==> src/rtl/fifo_pkg.sv <==
// Shared definitions for the FIFO drain path: default widths, the skid
// depth and the reader state encoding.
package fifo_pkg;

  localparam int FIFO_DATA_W     = 8;
  localparam int FIFO_SKID_DEPTH = 2;
  localparam int FIFO_CNT_W      = 16;

  // IDLE  : nothing held and no read outstanding
  // FETCH : a read strobe was issued, its word arrives next cycle
  // HOLD  : words are parked in the skid buffer with no read outstanding
  typedef enum logic [1:0] {
    IDLE  = 2'd0,
    FETCH = 2'd1,
    HOLD  = 2'd2
  } reader_state_e;

endpackage

==> src/rtl/fifo_skid_buf.sv <==
// Two-entry in-order holding buffer between the FIFO read port and the
// downstream stream. Entry 0 is always the head; entry 1 is the tail.
module fifo_skid_buf
  import fifo_pkg::*;
#(
  parameter int DATA_W = FIFO_DATA_W
) (
  input  logic              clk,
  input  logic              rst,
  input  logic              push,
  input  logic [DATA_W-1:0] push_data,
  input  logic              pop,
  output logic [DATA_W-1:0] head,
  output logic [1:0]        occ
);

  logic [DATA_W-1:0] entry0_q, entry0_d;
  logic [DATA_W-1:0] entry1_q, entry1_d;
  logic [1:0]        occ_q, occ_d;

  // The reader never pushes into a full buffer unless it also pops, so only
  // the reachable push/pop/occupancy combinations need real handling.
  always_comb begin
    entry0_d = entry0_q;
    entry1_d = entry1_q;
    occ_d    = occ_q;
    case ({push, pop})
      2'b10: begin
        if (occ_q == 2'd0) entry0_d = push_data;
        else               entry1_d = push_data;
        occ_d = occ_q + 2'd1;
      end
      2'b01: begin
        entry0_d = entry1_q;
        occ_d    = occ_q - 2'd1;
      end
      2'b11: begin
        if (occ_q == 2'd1) begin
          entry0_d = push_data;
        end else begin
          entry0_d = entry1_q;
          entry1_d = push_data;
        end
      end
      default: ;
    endcase
  end

  // Storage and occupancy; cleared so the stream output reads zero in reset.
  always_ff @(posedge clk or posedge rst) begin
    if (rst) begin
      entry0_q <= '0;
      entry1_q <= '0;
      occ_q    <= 2'd0;
    end else begin
      entry0_q <= entry0_d;
      entry1_q <= entry1_d;
      occ_q    <= occ_d;
    end
  end

  assign head = entry0_q;
  assign occ  = occ_q;

endmodule

==> src/rtl/fifo_reader.sv <==
// Drains a synchronous FIFO (one-cycle read latency) into a valid/ready
// stream, using a two-entry skid buffer so no word is lost under stalls.
module fifo_reader
  import fifo_pkg::*;
#(
  parameter int DATA_W     = FIFO_DATA_W,
  parameter int SKID_DEPTH = FIFO_SKID_DEPTH
) (
  input  logic                  clk,
  input  logic                  rst,
  input  logic                  en,
  output logic                  rd_en,
  input  logic [DATA_W-1:0]     buf_out,
  input  logic                  buf_empty,
  output logic                  out_valid,
  output logic [DATA_W-1:0]     out_data,
  input  logic                  out_ready,
  output logic [FIFO_CNT_W-1:0] words_read,
  output logic                  busy
);

  reader_state_e         state_q, state_d;
  logic                  started_q;
  logic [FIFO_CNT_W-1:0] words_read_q;
  logic [1:0]            occ;
  logic [1:0]            occ_next;
  logic                  inflight;
  logic                  pop;
  logic [2:0]            held;
  logic [2:0]            limit;

  // A read strobe is issued only when the word it fetches is guaranteed a
  // skid slot, counting what is held, what is in flight and what leaves now.
  always_comb begin
    inflight  = (state_q == FETCH);
    out_valid = (occ != 2'd0);
    pop       = out_valid && out_ready;
    held      = {1'b0, occ} + {2'b00, inflight};
    limit     = 3'(SKID_DEPTH) + {2'b00, pop};
    rd_en     = started_q && en && !buf_empty && (held < limit);
    occ_next  = occ + {1'b0, inflight} - {1'b0, pop};
    busy      = inflight || out_valid;
  end

  // Next state: FETCH whenever a read goes out, HOLD while words remain
  // parked, otherwise back to IDLE.
  always_comb begin
    if (rd_en)                  state_d = FETCH;
    else if (occ_next != 2'd0)  state_d = HOLD;
    else                        state_d = IDLE;
  end

  // Reader FSM, post-reset read gate and delivered-word counter.
  always_ff @(posedge clk or posedge rst) begin
    if (rst) begin
      state_q      <= IDLE;
      started_q    <= 1'b0;
      words_read_q <= '0;
    end else begin
      state_q   <= state_d;
      started_q <= 1'b1;
      if (pop) words_read_q <= words_read_q + 1'b1;
    end
  end

  assign words_read = words_read_q;

  fifo_skid_buf #(
    .DATA_W (DATA_W)
  ) u_skid (
    .clk       (clk),
    .rst       (rst),
    .push      (inflight),
    .push_data (buf_out),
    .pop       (pop),
    .head      (out_data),
    .occ       (occ)
  );

endmodule

==> config.mk <==
export PLATFORM = sky130hd
export DESIGN_NAME = fifo_reader
export DESIGN_NICKNAME = d
export VERILOG_FILES = /design/src/rtl/fifo_pkg.sv /design/src/rtl/fifo_skid_buf.sv /design/src/rtl/fifo_reader.sv
export SDC_FILE = /design/constraint.sdc
export NUM_CORES = 1
export LEC_CHECK = 0
export BUFFER_PORTS_ARGS = -buffer_cell sky130_fd_sc_hd__clkbuf_2
export CORE_UTILIZATION = 35
export CTS_CLUSTER_DIAMETER = 200
export CTS_CLUSTER_SIZE = 40
export DETAILED_ROUTE_END_ITERATION = 16
export SYNTH_ARGS = -nofsm -noshare
export SYNTH_HDL_FRONTEND = slang
export SYNTH_SLANG_ARGS = --single-unit
==> constraint.sdc <==
create_clock -name clk -period 2.85 [get_ports clk]
set_input_delay 0.57 -clock clk [delete_from_list [all_inputs] [get_ports clk]]
set_output_delay 0.57 -clock clk [all_outputs]
set_load 0.02 [all_outputs]
; ---- Word-level counts from Yosys, hierarchy flattened
; Cells that the tools add are included.
[word_totals]
register_bits = 37
out_inout_bits = 27
[classes]
n_addsub = 7
magnitude_cmp = 1
eq_ne = 8
muxes = 9
n_reduce_logical = 14
[ops]
columns = operator, n
row1 = $mux 8, 4
row2 = $pmux 8 s3, 1
row3 = $add 16x1->16 const B, 1
row4 = $pmux 8 s2, 1
row5 = $reduce_bool 2->1, 4
row6 = $eq 2x1->1 const B, 3
row7 = $eq 2x2->1 const B, 2
row8 = $logic_and 1x1->1, 4
row9 = $mux 2, 2
row10 = $ne 2x2->1 const B, 2
row11 = $pmux 2 s2, 1
row12 = $add 2x1->3, 1
row13 = $add 2x1->3 const A, 1
row14 = $lt 3x3->1, 1
row15 = $reduce_and 3->1, 1
row16 = $reduce_bool 3->1, 1
row17 = $add 2x1->2, 1
row18 = $add 2x1->2 const B, 1
row19 = $logic_not 2->1, 1
row20 = $ne 2x1->1 const B, 1
row21 = $reduce_and 2->1, 1
row22 = $sub 2x1->2, 1
row23 = $sub 2x1->2 const B, 1
row24 = $logic_not 1->1, 1
row25 = $logic_or 1x1->1, 1

; ---- Logic depth before layout (Yosys ltp)
; Gate-level depths: netlist of the first run.
[depth]
word_depth = 6
ltp_mapped = 9

; ---- Modules after synthesis
; From an unflattened synthesis of the first run, not the netlist that was laid out.
[unflattened]
cells_unflattened = 170
hier_area_um2 = 1933.1
[by_module_without_submodules]
columns = module, n_inst, cells_each, area_each_um2
row1 = fifo_reader, 1, 83, 978.4
row2 = fifo_skid_buf, 1, 87, 954.7

; ---- Worst setup path before layout of the first run
; Ideal clock, no wire load.
[synth_timing]
path_kind = register to output
start = reg state_q[0]
end = out rd_en
t_arrival_ns = 1.626
required_time_ns = 2.280
setup_slack_ns = 0.654
path_stages_with_launch = 7
path_cell_list = dfrtp_1 -> nand2b_1 -> buf_2 -> nor2_1 -> ha_1 -> or2_2 -> nor3_1
[synth_between]
elab_chain_cells = 4
[synth_rtl]
columns = item, line_no
row1 = start: declaration, fifo_reader.sv:22  ; reader_state_e state_q, state_d;
row2 = start signal: assignment, fifo_reader.sv:60  ; state_q <= state_d;
row3 = $eq 2x1->1, fifo_reader.sv:35  ; inflight = (state_q == FETCH);
row4 = $add 2x1->3, fifo_reader.sv:38  ; held = {1'b0, occ} + {2'b00, inflight};
row5 = $lt 3x3->1, fifo_reader.sv:40  ; rd_en = started_q && en && !buf_empty && (held < limit);
row6 = $logic_and 1x1->1, fifo_reader.sv:40
row7 = end: declaration, fifo_reader.sv:12  ; output logic rd_en,
; Every way passes these cells.

; ---- Worst setup path in the final report of the first run
[layout_timing]
start = reg u_skid.occ_q[1], in the netlist u_skid.occ[1]
end = out rd_en
[layout_between]
elab_chain_cells = 5
word_cells_on_any_way = 6
[layout_rtl]
columns = item, line_no
row1 = start: declaration, fifo_skid_buf.sv:19  ; logic [1:0] occ_q, occ_d;
row2 = start signal: assignment, fifo_skid_buf.sv:54  ; occ_q <= 2'd0;
row3 = start signal: assignment, fifo_skid_buf.sv:58  ; occ_q <= occ_d;
row4 = $reduce_bool 2->1, fifo_reader.sv:36  ; out_valid = (occ != 2'd0);
row5 = $logic_and 1x1->1, fifo_reader.sv:37  ; pop = out_valid && out_ready;
row6 = $add 2x1->3, fifo_reader.sv:39  ; limit = 3'(SKID_DEPTH) + {2'b00, pop};
row7 = $lt 3x3->1 (*), fifo_reader.sv:40
row8 = $logic_and 1x1->1 (*), fifo_reader.sv:40
; Every way passes the cells marked *; elsewhere a longest branch is shown, timed or not.

==> results of run 1 <==
-- cell usage after synthesis, types with 2 or more instances --
library cell  number  area share
nand4_1            4       0.014
mux2i_1            8       0.046
nor3_1             2      0.0057
nor2_1            12       0.026
xnor2_1           13       0.065
a21oi_1           10       0.029
buf_2              3      0.0086
nand3_1            2      0.0057
dfrtp_1           37        0.53
and3_1             3       0.011
nand2b_1           2      0.0072
ha_1               5       0.036
nand2_1            8       0.017
inv_1              6       0.013
mux2_2             9       0.058
xor2_1             7       0.035
-- cell type report --
type                            instances  share of cell area
Clock buffer                            7              0.0454
Clock inverter                          1             0.00236
Inverter                                7              0.0124
Multi-Input combinational cell        100               0.365
Sequential cell                        37               0.436
Tap cell                               67              0.0395
Timing Repair Buffer                   41              0.0990
-- stage by stage --
step | cells | setup WS [ns] | total power (µW) | hold WS [ns]
5_1_grt | 260 | 0.196 | 2180 | 0.433
3_5_place_dp | 252 | 0.624 | 1660 | 0.468
4_1_cts | 260 | 0.307 | 2070 | 0.384
3_3_place_gp | 252 | 0.644 | 1650 | 0.459
6_report | 260 | 0.347 | 2030 | 0.373
2_1_floorplan | 147 | 0.654 | 1430 | 0.479
-- metal layers --
layer | vias up | part of all wire | wire length (µm)
met3 | 2 | 0.040 | 124
met2 | 28 | 0.48 | 1520
li1 | 589 | - | -
met5 | - | 0 | 0
met4 | 0 | 0.011 | 34
met1 | 588 | 0.46 | 1450
-- worst max-delay path: stages (launching register included) --
cell and delay [ns]:
dfrtp_1 0.43, inv_1 0.09, ha_1 0.26, nor2b_2 0.30
a21boi_0 0.18, nor3_1 0.20, clkbuf_2 0.21
-- state kept, by name, indices dropped and copies added, names as in the netlist --
register         cells
started_q            1
state_q              2
u_skid.entry1_q      8
words_read          16
u_skid.head          8
u_skid.occ           2
-- power by group --
group          switching [µW]  internal [µW]  leakage (µW)
clock network             173            218     0.0000542
registers                 136            703      0.000459
logic                     463            341      0.000562
-- cell families after synthesis --
family | Yosys count | share of synthesized area
compound gates | 16 | 0.0610
xor+xnor | 20 | 0.101
fa+ha+maj | 5 | 0.0359
buf+inv | 10 | 0.0237
flops | 37 | 0.531
mux | 17 | 0.104
other cells | 1 | 0.00215
simple gates | 41 | 0.141
-- worst max-delay path by stage --
| stage | start | end | slack [ns] |
|---|---|---|---|
| finish | u_skid.occ[1] | rd_en | 0.35 |
| global route | u_skid.occ[0] | rd_en | 0.20 |
| CTS | u_skid.occ[0] | rd_en | 0.31 |
| detailed placement | u_skid.occ[0] | state_q[1] | 0.62 |
| global placement | state_q[0] | rd_en | 0.64 |
| floorplan | state_q[0] | rd_en | 0.65 |
==> impl_results.md, run 1 <==
- Core box area: 4750 µm²
- Post-layout util: 0.447
- Cell count of the worst reg-to-reg path: 9
- Total GRT Usage: 0.128
- Max_slew headroom: 0.661
- GR Util met1: 0.166
- Maximum vdd drop: 0.345 mV
- Vias: 1,207
- Hold WC Path Type: in2async
- Layout fillers: 481
- Seq cells post-synth: 37
- Drt total wl: 3130 µm
- Final worst-path cycle share: 0.878
- Post-synthesis cell count: 147
- Per-cell routed wire length: 12.0 µm
- Root Driver: clkbuf_8
- Status: complete, no violations
- Commonest non-fill, non-tap cell in the layout: clkbuf_2
- CP Launch Type: flip-flop
- Synth warn: 0
- Leak pwr: 0.00108 µW
- Diodes inserted: 0
- Cell area after layout: 2120 µm²
- Input/output buffers: 39
- Clock sink total: 37
- # nets final: 210
- Die area: 5270 µm²
- Async set-reset flop share out of synthesis: 1.00
- Clock-pin slew on the worst setup and hold paths: around 0.07 ns
- Fmax: 0.400 GHz
- Initial Utilization: 0.367
- Drc violations: 0
- Worst-Skew Late Latency: between 0.2 and 0.3 ns
- Storage cell area: 926 µm²
- Grt met3 use: 0.0222
- Share of cells above drive strength 1: 0.337
- Syn Area/Cell: 11.9 µm²
- Fin crit period: 2.50 ns
- Final Skew: 0.00180 ns
- Initial antenna violation count: 0
- Main synth FF type: dfrtp_1
- Num rows: 25
- Slew Limit Fails: 0
- RR Endpoint: state_q[1]
- CTS max path bufs: 2
- EDFF count, synth: 0
- Final Hold Viols: 0
- CTS tree: yes
- Met2 Use GR: 0.209
- Setup Fix Bufs, Post-CTS: 0
- DRT iter0 DRCs: 28
- Worst slew pin tran: 0.508 ns
- Worst Path Required: between 2 and 2.5 ns
- Post-synth cell types: 32
- Register-to-register setup slack: 0.63 ns
- Most frequent cells in the layout: clkbuf_2, dfrtp_1, xnor2_1
- Final setup fails: 0
- DRT antenna net count: 0
- CP Max Fanout: 7
- FF-to-FF Start: u_skid.occ[1]
- Post-synthesis sequential area ratio: 0.531
- Mapped Nets: 165
- DIE WIDTH: 72.6 µm
- Via-to-Cell Ratio: 4.64
- Vias in the first global route: 1,156
- Gr busiest metal: met2
- GPL Wtd Cong: 0.774
- Post-DP HPWL: 2290 µm
- Num CTS Buffers: 5
- Die Ht: 72.6 µm
- Setup_tns: 0 ns
- H-Tree Depth: 2
- Area grow syn2layout: 21.8%
- Drt first pass iters: 4
- Max-cap violations: 0
- Hold_buf cts: 0
- Pwr per Cell Area: approximately 960 nW/µm²
- Total global routing overflow: 0
- Worst EP arrival: 1.93 ns
- CP Capture Type: output port
- WS Path Type: reg2out
- Placed Area: 2020 µm²
- Setup repair after global routing missed its margin: false
- Wire length of the first global-routing pass: 5190 µm
- Multi-input gate area: 776 µm²
- Largest net degree at the start of global routing: 38
- I/O pin cnt: 40
- Syn Std Cell Area: 1740 µm²
- Gates resized, CTS repair: 0
Power figures use the tool's default switching activity.
==> inputs of run 2 (changes only) <==
- CORE_UTILIZATION: 35 -> 48
- PLACE_DENSITY: not set -> 0.72
==> run 2 against run 1 <==
Net effect: via count rose by 1.4%; design area fell by 3.7%; sequential power rose by 0.5%; clock skew rose by 0.0068 ns; maximum frequency fell by 4.7%; wire length rose by 0.86%.
==> impl_results.md, run 2 (synthesized netlist as in run 1, its figures left out) <==
- Power share of the combinational group: 0.426
- Core box area: 3420 µm²
- CP Capture Type: output port
- Max reg flops: 16
- Dpl ws: 0.583 ns
- Num rows: 21
- Final WS setup: 0.223 ns
- Worst-path cell chain: nand2b_1 > nor2_1 > ha_1 > or2_2 > nor3_1 > clkbuf_2
- GPL Wtd Cong: 0.859
- Hold_buf cts: 0
- Maximum vdd drop: 0.493 mV
- Largest net degree at the start of global routing: 38
- Total GRT Usage: 0.184
- Gates resized, CTS repair: 0
- Most frequent cells in the layout: clkbuf_2, dfrtp_1, xnor2_1
- Clock share of power: 0.133
- Reg power frac: 0.441
- Switching part of the total: 0.406
- Share of cells above drive strength 1: 0.328
- Die Ht: 62.3 µm
- Worst Path Required: 2.28 ns
- Worst-Skew Late Latency: ~0.33 ns
- Register-to-register setup slack: just over 0.8 ns
- # nets final: 210
- Layout fillers: 291
- Per-cell routed wire length: about 13 µm
- Final worst-path cycle share: 0.922
- Initial antenna violation count: 0
- Root Driver: clkbuf_4
- Vias: 1,224
- Drt first pass iters: 4
- Total global routing overflow: 0
- Setup Fix Bufs, Post-CTS: 0
- Final Skew: 0.00864 ns
- Clock sink total: 37
- Fin crit period: around 2.6 ns
- Max-cap violations: 0
- DRT antenna net count: 0
- Input/output buffers: 39
- CTS max path bufs: 2
- Status: complete, no violations
- Hold WC Path Type: in2async
- Clock-pin slew on the worst setup and hold paths: 0.10 ns
- Die area: 3880 µm²
- Num CTS Buffers: 5
- Internal power: 1140 µW
- Via-to-Cell Ratio: 5.14
- Area grow syn2layout: 17.4%
- I/O pin cnt: 40
- Final setup fails: 0
- CTS tree: yes
- Worst Setup SP: state_q[0]
- Drt total wl: approximately 3200 µm
- Slowest CP cell: dfrtp_1
- H-Tree Depth: 2
- Cell count of the worst reg-to-reg path: 8
- Pwr per Cell Area: 935 nW/µm²
- Leak pwr: about 0.0010 µW
- DRT iter0 DRCs: 27
- Setup repair after global routing missed its margin: false
- Commonest non-fill, non-tap cell in the layout: clkbuf_2
- Max stage delay on crit path: ~0.38 ns
- Setup_tns: 0 ns
- Post-DP HPWL: roughly 2300 µm
- FF-to-FF Start: u_skid.occ[0]
- Drc violations: 0
- CP Launch Type: flip-flop
- Wire length of the first global-routing pass: 5520 µm
- Psw: 776 µW
- Fmax: 0.381 GHz
- CP Max Fanout: 8
- Worst EP arrival: between 2 and 2.5 ns
- Initial Utilization: 0.510
- Final Hold Viols: 0
- RR Endpoint: state_q[1]
- Diodes inserted: 0
- DIE WIDTH: 62.3 µm
- WS Path Type: reg2out
- Slew Limit Fails: 0
- Vias in the first global route: about 1,300
## run 2: cell type report
type                       instances  area, µm²  area share
clock buffer                       6       41.3      0.0202
clock inverter                     1       8.76     0.00428
inverter                           7       26.3      0.0128
multi-input combinational        100        776       0.379
sequential                        37        926       0.453
tap                               46       57.6      0.0281
timing repair buffer              41        210       0.103
## run 2: how the worst max path moves through the flow
| stage | depth (start not counted) | slack, ns | end |
|---|---|---|---|
| after global placement | 6 | 0.70 | rd_en |
| after CTS | 6 | 0.19 | rd_en |
| after global routing | 6 | 0.05 | rd_en |
| final | 6 | 0.22 | rd_en |
| after detailed placement | 6 | 0.58 | rd_en |
| after floorplan | 6 | 0.65 | rd_en |
## run 2: per-stage QoR
stage	hold slack [ns]	area [µm²]	std cells	power [µW]	util
floorplan	0.479	1740	147	1430	-
global placement	0.456	2000	231	1630	0.584
detailed placement	0.462	2000	231	1670	0.584
CTS	0.308	2050	238	1940	0.599
global route	0.319	2050	238	2060	0.599
finish	0.299	2050	238	1910	0.599
## run 2: worst max-delay path, delay by kind of cell, from the launching register on
kind          cells  cell delay [ns]
buf+inv           1             0.22
fa+ha+maj         1             0.20
simple gates      4             0.94
flops             1             0.38
## run 2: per-layer routing
layer	share of wire	track usage
met5	0	0
met1	0.41	0.204
met4	0.019	0.0756
met3	0.051	0.0717
met2	0.52	0.313
## run 2: power by group through the flow
stage | Clock, µW | Sequential (µW) | Combinational [µW]
floorplan | 0 | 948 | 479
global placement | 0 | 840 | 792
detailed placement | 0 | 853 | 822
CTS | 270 | 843 | 828
global route | 299 | 865 | 899
finish | 255 | 843 | 815
